===== src/rtl/pad_gpio_pkg.sv =====
// pad_gpio_ctrl shared types: controller state and counter-width helper.
// Optional debounce is enabled with the PAD_GPIO_DEBOUNCE_EN macro.
package pad_gpio_pkg;

    typedef enum logic [1:0] {
        ST_PWRUP_HOLD = 2'd0,
        ST_ACTIVE     = 2'd1,
        ST_SAFE       = 2'd2
    } state_e;

    localparam int SYNC_MIN = 2;
    localparam int DEB_MIN  = 1;

    // Bits needed to hold 0..n, never narrower than one bit.
    function automatic int cnt_width(input int n);
        if (n < 1) return 1;
        return $clog2(n + 1);
    endfunction

endpackage


===== src/rtl/pad_gpio_if.sv =====
// Core-side bundle of pad_gpio_ctrl: output request, input events, safe handshake.
// Debounce of the input path is selected by PAD_GPIO_DEBOUNCE_EN.
interface pad_gpio_if #(
    parameter int WIDTH = 16
);
    logic [WIDTH-1:0] out_data;
    logic [WIDTH-1:0] out_en;
    logic [WIDTH-1:0] in_data;
    logic [WIDTH-1:0] rise;
    logic [WIDTH-1:0] fall;
    logic             ready;
    logic             safe_req;
    logic             safe_ack;

    modport master (
        output out_data, out_en, safe_req,
        input  in_data, rise, fall, ready, safe_ack
    );

    modport slave (
        input  out_data, out_en, safe_req,
        output in_data, rise, fall, ready, safe_ack
    );
endinterface


===== src/rtl/pad_in_sync.sv =====
// Single-bit pad input synchroniser with optional debounce filter.
// The debounce counter is built only when PAD_GPIO_DEBOUNCE_EN is defined.
module pad_in_sync
    import pad_gpio_pkg::*;
#(
    parameter int SYNC_STAGES     = 2,
    parameter int DEBOUNCE_CYCLES = 4
) (
    input  logic CLK,
    input  logic RESET,
    input  logic i_pad,
    output logic o_data
);

    localparam int NS = (SYNC_STAGES < SYNC_MIN) ? SYNC_MIN : SYNC_STAGES;

    logic [NS-1:0] r_sync;
    logic          w_sync;

    always_ff @(posedge CLK) begin
        if (RESET) begin
            r_sync <= '0;
        end else begin
            r_sync <= {r_sync[NS-2:0], i_pad};
        end
    end

    assign w_sync = r_sync[NS-1];

`ifdef PAD_GPIO_DEBOUNCE_EN
    localparam int ND = (DEBOUNCE_CYCLES < DEB_MIN) ? DEB_MIN : DEBOUNCE_CYCLES;
    localparam int DW = cnt_width(ND);

    logic [DW-1:0] r_cnt;
    logic          r_q;

    // Accept a new level only after ND consecutive differing samples.
    always_ff @(posedge CLK) begin
        if (RESET) begin
            r_cnt <= '0;
            r_q   <= 1'b0;
        end else if (w_sync != r_q) begin
            if (r_cnt == DW'(ND - 1)) begin
                r_q   <= w_sync;
                r_cnt <= '0;
            end else begin
                r_cnt <= r_cnt + 1'b1;
            end
        end else begin
            r_cnt <= '0;
        end
    end

    assign o_data = r_q;
`else
    assign o_data = w_sync;
`endif

endmodule


===== src/rtl/pad_gpio_ctrl.sv =====
// Core-side GPIO pad controller: power-up hold, safe-state handshake, input edges.
// Define PAD_GPIO_DEBOUNCE_EN to add per-bit input debounce.
module pad_gpio_ctrl
    import pad_gpio_pkg::*;
#(
    parameter int WIDTH           = 16,
    parameter int SYNC_STAGES     = 2,
    parameter int PWRUP_CYCLES    = 64,
    parameter int DEBOUNCE_CYCLES = 4
) (
    input  logic             CLK,
    input  logic             RESET,
    pad_gpio_if.slave        core,
    output logic [WIDTH-1:0] PAD_O,
    output logic [WIDTH-1:0] PAD_OE,
    input  logic [WIDTH-1:0] PAD_I
);

    localparam int             CW       = cnt_width(PWRUP_CYCLES);
    localparam logic [CW-1:0]  CNT_INIT = CW'(PWRUP_CYCLES);

    state_e           r_state;
    state_e           w_next;
    logic [CW-1:0]    r_cnt;
    logic             w_ready;
    logic             w_safe_ack;
    logic             w_hold;

    logic [WIDTH-1:0] r_pad_o;
    logic [WIDTH-1:0] r_pad_oe;
    logic [WIDTH-1:0] w_in;
    logic [WIDTH-1:0] r_prev;
    logic [WIDTH-1:0] r_rise;
    logic [WIDTH-1:0] r_fall;

    always_ff @(posedge CLK) begin
        if (RESET) begin
            r_state <= ST_PWRUP_HOLD;
            r_cnt   <= CNT_INIT;
        end else begin
            r_state <= w_next;
            if (r_state == ST_PWRUP_HOLD && r_cnt != '0) begin
                r_cnt <= r_cnt - 1'b1;
            end
        end
    end

    always_comb begin
        w_next     = r_state;
        w_ready    = 1'b0;
        w_safe_ack = 1'b0;
        w_hold     = 1'b0;
        unique case (r_state)
            ST_PWRUP_HOLD: begin
                w_hold = 1'b1;
                if (r_cnt == '0) begin
                    w_next = core.safe_req ? ST_SAFE : ST_ACTIVE;
                end
            end
            ST_ACTIVE: begin
                w_ready = 1'b1;
                if (core.safe_req) w_next = ST_SAFE;
            end
            ST_SAFE: begin
                w_safe_ack = 1'b1;
                if (!core.safe_req) w_next = ST_ACTIVE;
            end
            default: w_next = ST_PWRUP_HOLD;
        endcase
    end

    // Enables drop on the very edge that enters SAFE; data is left as it was.
    always_ff @(posedge CLK) begin
        if (RESET) begin
            r_pad_o  <= '0;
            r_pad_oe <= '0;
        end else if (w_next == ST_SAFE) begin
            r_pad_oe <= '0;
        end else if (r_state == ST_ACTIVE) begin
            r_pad_o  <= core.out_data;
            r_pad_oe <= core.out_en;
        end
    end

    for (genvar i = 0; i < WIDTH; i++) begin : g_in
        pad_in_sync #(
            .SYNC_STAGES     (SYNC_STAGES),
            .DEBOUNCE_CYCLES (DEBOUNCE_CYCLES)
        ) u_sync (
            .CLK    (CLK),
            .RESET  (RESET),
            .i_pad  (PAD_I[i]),
            .o_data (w_in[i])
        );
    end

    // History follows in_data during hold so the exit sees no stale edge.
    always_ff @(posedge CLK) begin
        if (RESET) begin
            r_prev <= '0;
            r_rise <= '0;
            r_fall <= '0;
        end else begin
            r_prev <= w_in;
            r_rise <= w_hold ? '0 : (w_in & ~r_prev);
            r_fall <= w_hold ? '0 : (~w_in & r_prev);
        end
    end

    assign PAD_O         = r_pad_o;
    assign PAD_OE        = r_pad_oe;
    assign core.in_data  = w_in;
    assign core.rise     = r_rise;
    assign core.fall     = r_fall;
    assign core.ready    = w_ready;
    assign core.safe_ack = w_safe_ack;

endmodule


===== src/flat_wrapper.sv =====
// flat-port wrapper written by rule: the top's interface ports become plain ports
module pad_gpio_ctrl_flat import pad_gpio_pkg::*;
#(
    parameter int WIDTH           = 16,
    parameter int SYNC_STAGES     = 2,
    parameter int PWRUP_CYCLES    = 64,
    parameter int DEBOUNCE_CYCLES = 4
)
  (CLK, RESET, PAD_O, PAD_OE, PAD_I, core_out_data, core_out_en, core_safe_req, core_in_data, core_rise, core_fall, core_ready, core_safe_ack);
  pad_gpio_if #(.WIDTH(WIDTH)) core_i ();
  input  logic CLK;
  input  logic RESET;
  output logic [WIDTH-1:0] PAD_O;
  output logic [WIDTH-1:0] PAD_OE;
  input  logic [WIDTH-1:0] PAD_I;
  input wire logic [$bits(core_i.out_data)-1:0] core_out_data;
  input wire logic [$bits(core_i.out_en)-1:0] core_out_en;
  input wire logic [$bits(core_i.safe_req)-1:0] core_safe_req;
  output wire logic [$bits(core_i.in_data)-1:0] core_in_data;
  output wire logic [$bits(core_i.rise)-1:0] core_rise;
  output wire logic [$bits(core_i.fall)-1:0] core_fall;
  output wire logic [$bits(core_i.ready)-1:0] core_ready;
  output wire logic [$bits(core_i.safe_ack)-1:0] core_safe_ack;
  assign core_i.out_data = core_out_data;
  assign core_i.out_en = core_out_en;
  assign core_i.safe_req = core_safe_req;
  assign core_in_data = core_i.in_data;
  assign core_rise = core_i.rise;
  assign core_fall = core_i.fall;
  assign core_ready = core_i.ready;
  assign core_safe_ack = core_i.safe_ack;
  pad_gpio_ctrl #(.WIDTH(WIDTH), .SYNC_STAGES(SYNC_STAGES), .PWRUP_CYCLES(PWRUP_CYCLES), .DEBOUNCE_CYCLES(DEBOUNCE_CYCLES)) u_core (.CLK(CLK), .RESET(RESET), .core(core_i), .PAD_O(PAD_O), .PAD_OE(PAD_OE), .PAD_I(PAD_I));
endmodule

===== config.mk =====
export PLATFORM = sky130hd
export DESIGN_NAME = pad_gpio_ctrl_flat
export DESIGN_NICKNAME = d
export VERILOG_FILES = /design/src/rtl/pad_gpio_pkg.sv /design/src/rtl/pad_gpio_if.sv /design/src/rtl/pad_in_sync.sv /design/src/rtl/pad_gpio_ctrl.sv /design/src/flat_wrapper.sv
export SDC_FILE = /design/constraint.sdc
export NUM_CORES = 1
export LEC_CHECK = 0
export BUFFER_PORTS_ARGS = -buffer_cell sky130_fd_sc_hd__buf_2
export CORE_ASPECT_RATIO = 1.75
export CORE_MARGIN = 2
export CORE_UTILIZATION = 49
export CTS_CLUSTER_SIZE = 12
export DETAILED_ROUTE_END_ITERATION = 8
export HOLD_SLACK_MARGIN = 0.08
export PLACE_DENSITY = 0.78
export SYNTH_ARGS = -nofsm -noshare
export SYNTH_HDL_FRONTEND = slang
export SYNTH_SLANG_ARGS = --single-unit

===== constraint.sdc =====
create_clock -name CLK -period 2.4 [get_ports CLK]
set_input_delay 0.12 -clock CLK [delete_from_list [all_inputs] [get_ports CLK]]
set_output_delay 0.12 -clock CLK [all_outputs]
set_load 0.05 [all_outputs]

Word-level counts from Yosys, hierarchy flattened --
Index checks and enable logic that the tools add are counted.
Word-level totals: output and inout port bits 82, bits in registers 121
Operators by class: mux-type cells 8, eq/ne operators 3, reductions and logical operators 7, $add $sub $neg 1, bitwise operators 5
Operator list (number):
- AND 16 bit | 2
- NOT 16 bit | 2
- two-way mux 2 bit | 4
- zero test 7 bit | 1
- nonzero test 7 bit | 1
- subtractor 7 x 1 -> 7 bit (second input constant) | 1
- case mux 2 bit (3 select lines) | 1
- == test 2 bit (second input constant) | 2
- OR reduction 2 bit | 2
- two-way mux 1 bit | 3
- == test 2 x 1 -> 1 bit (second input constant) | 1
- zero test 2 bit | 1
- AND reduction 2 bit | 1
- logical AND 1 bit | 1
- NOT 1 bit | 1

Longest topological paths before layout --
depth in word-level cells 6, depth in mapped cells 6, depth with buffers taken out 5

Modules after synthesis --
A second synthesis with hierarchy kept.
Second synthesis, totals: cells, all modules 344, area total of the unflattened synthesis 3814.9 sq um
Modules (own cells, without submodules):
- pad_gpio_ctrl | instances 1, area each 2974.1 sq um, sequential area each 1781.7 sq um, cells an instance 280
- pad_in_sync | instances 16, area each 52.6 sq um, sequential area each 40.0 sq um, cells an instance 4

Worst setup path after synthesis --
Ideal clock, no wire load.
path kind flip-flop to flip-flop, start point register u_core.r_cnt[0], end point register u_core.r_cnt[4], cell stages (with the launch flop) 6, clock period less this slack 1.698 ns, data arrival time 1.577 ns, path buffers 0, setup slack 0.702 ns, library setup time 0.121 ns, required time 2.279 ns, cells stage by stage dfxtp_1 inv_1 ha_1 or3b_2 a211oi_1 mux2_2
Between the ends: word-level cells in the longest chain between the ends 2, elaborated cells between the ends (all ways) 3, classes of those cells add/sub: 1; reduce/logical: 2
RTL lines:
- start, declared | line pad_gpio_ctrl.sv:24 | logic [CW-1:0] r_cnt;
- start signal, assigned | line pad_gpio_ctrl.sv:43 | r_cnt <= r_cnt - 1'b1;
- branches (longest 2 deep; another with subtractor 7 x 1 -> 7 bit)
Several ways; the timed one is not identified. A chain may end at the register's enable or synchronous reset.

Worst setup path in the final report --
Same ends and word-level chain as after synthesis.

==> reports/metrics.cfg <==
[timing]
fin_tns_setup_ps = 0
skew_ps = 9.54
layout_min_cycle_time_ps = 1830
finalHoldViolCount = 0
tightest_slew_ps = 626
slew_headroom_pct = 58.3
drv_slew = 0
fmax_mhz = 547
rsz0062_at_grt = no
setup_viol = 0
final.period_utilization_pct = 76.2

[global_route]
grt_pass1_vias = 3031
antenna_found_initial = 0
grt_use_total_pct = 20.2
grt_max_degree = 63
overflow = 0
grt_pass1_wl_um = 13800

[power]
power_mw = 5.80
p_leak_nw = 2.48
power_density_nw_per_um2 = 1010
ir_drop_v = 0.000658

[drt]
routed_wl_um = 8750
routed_via_density = 4.92
drcViolationCount = 0
vias = 3112
wl_per_cell_um = 13.8
drt-initial-drc-count = 139
ant_nets = 0
firstDrtPassIters = 6

[synthesis]
yosys.area.top_type_share_pct = 60.4
ys.warnings.count = 0
synth.largest_area_cell = dfxtp_1
syn_area_um2 = 4010
syn_avg_cell_area_um2 = 11.0
synth_cell_types = 37
yosysSeqAreaShare_pct = 60.4
syn_inst = 365
ys_ff_latch = 121
ys_top_cells_by_area = dfxtp_1 60%, nor2b_1 8.0%, nor3b_1 6.0%
synth_fp_nets = 418

[cts]
cts_tree = built
cts_root_buffer = clkbuf_16
clk-insertion-delay-late_ps = 400
clock_path_buffers = 2
cts_inserted_buffers = 17
clk_pin_slew_ps = 60
cts-htree-levels = 4
cts_setup_buffers = 0
cts_sinks = 121

[min_path]
min_path_type = input pin to flop

[critical_path]
cp-end-kind = flop
crit_slowest_cell = or3b_2
path_max_fanout = 4
cp-start-kind = flop
critPathMaxStageDelay_ps = 500
critical_path_class = flop to flop
arrival_ps = 2110
path_cells = inv_1 > ha_1 > or3b_2 > a211oi_1 > mux2_2
worst_ep_required_time_ps = 2680

[floorplan]
ios = 133
start_util_pct = 50.4
die_x_um = 72.4
die_h_um = 124
dieArea_um2 = 8960
fp-row-count = 43
core_um2 = 7960

[run]
maxCapViolations = 0

[place]
place_congestion = 0.684
placed_area_um2 = 4590
io_buffers = 132
dp_hpwl_um = 4890

[finish]
drive_above_1_share_pct = 33.0
diodes = 0
nets = 583
layout_common_cells = 132 x buf_2, 121 x dfxtp_1, 50 x nor2b_1
fin_util_pct = 71.9
layout_commonest_cell = buf_2
fin_area_um2 = 5720
area_growth_syn_to_layout_pct = 42.7

[status]
status = finished, final reports clean

-- registers in the layout, indices dropped and copies added, names as in the netlist --
register / cells
u_core.core.rise: 16
u_core.PAD_O: 16
u_core.r_cnt: 7
u_core.core.fall: 16
u_core.PAD_OE: 16
u_core.r_prev: 16
u_core.r_state: 2
u_core.g_in.u_sync.r_sync: 32
-- cells in the mapped netlist, drive strengths merged --
cell type / number
dfxtp: 121
nor2b: 51
nand2: 34
nor3b: 33
buf: 22
a21oi: 19
a211oi: 17
clkbuf: 16
mux2i: 16
nor2: 5
o21ai: 3
or4: 3
ha: 2
inv: 2
mux2: 2
or2: 2
or3b: 2
a2111o: 1
a211o: 1
a21boi: 1
a221o: 1
and2: 1
and2b: 1
and4b: 1
nand2b: 1
nand3: 1
nor3: 1
nor4: 1
nor4b: 1
o211ai: 1
o31ai: 1
or3: 1
-- routing by layer --
metal	share of wire [%]	track usage, %	wire, um	vias to the layer above
met3	4.8	6.47	421	15
met5	0	0	0	-
met2	53	34.9	4680	103
met4	1.9	9.61	165	0
li1	-	-	-	1546
met1	40	22.1	3490	1448
-- worst max-delay path, delay by kind of cell, from the launching register on --
family / cells / cell delay [ps]
simple gates: 1 / 500
compound gates: 1 / 250
flops: 1 / 320
mux: 1 / 360
buf+inv: 1 / 110
fa+ha+maj: 1 / 180
-- layout make-up --
type | instances | area, um2
multi-input combinational | 204 | 1360
clock inverter | 13 | 191
timing repair buffer | 184 | 1170
inverter | 2 | 7.51
tap | 90 | 113
fill | 550 | 2240
clock buffer | 19 | 453
sequential | 121 | 2420
-- path summary, 6_finish.rpt --
path	start	endpoint	slack [ps]	cells after the start
setup / recovery	u_core.r_cnt[0]$_SDFFE_PP0P_	u_core.r_cnt[4]$_SDFFE_PP0P_	570	5
hold / removal	RESET	u_core.PAD_O[1]$_SDFFE_PP0P_	230	2
setup reg to reg	u_core.r_cnt[0]$_SDFFE_PP0P_	u_core.r_cnt[4]$_SDFFE_PP0P_	570	5
hold reg to reg	u_core.r_prev[4]$_SDFF_PP0_	u_core.core.rise[4]$_SDFF_PP0_	410	1
-- power by group --
part	leakage, nW	switching [mW]	internal (mW)
Clock	0.318	0.889	1.80
Sequential	0.985	0.110	2.13
Combinational	1.17	0.489	0.375
-- per-stage QoR --
| stage | setup slack (ps) | hold slack, ps | instances |
|---|---|---|---|
| 2_1_floorplan | 702 | 197 | 365 |
| 3_3_place_gp | 637 | 331 | 552 |
| 3_5_place_dp | 589 | 334 | 552 |
| 4_1_cts | 560 | 207 | 633 |
| 5_1_grt | 476 | 260 | 633 |
| 6_report | 571 | 227 | 633 |
-- repair_timing --
item                                    in CTS  in global routing
gates resized for setup                      0                  0
endpoints found under the setup margin       0                  0
hold buffers                                49                  0
endpoints found under the hold margin       50                  0
-- cell families after synthesis --
group / after synthesis / share of synthesized area, %
multiplexers: 18 / 4.55
flip-flops: 121 / 60.4
buffers and inverters: 40 / 5.71
AND/OR/NAND/NOR: 139 / 21.2
adder cells (fa/ha/maj): 2 / 0.624
AO/OA/AOI/OAI: 45 / 7.55
No activity file was read; power rests on OpenSTA's default activity.
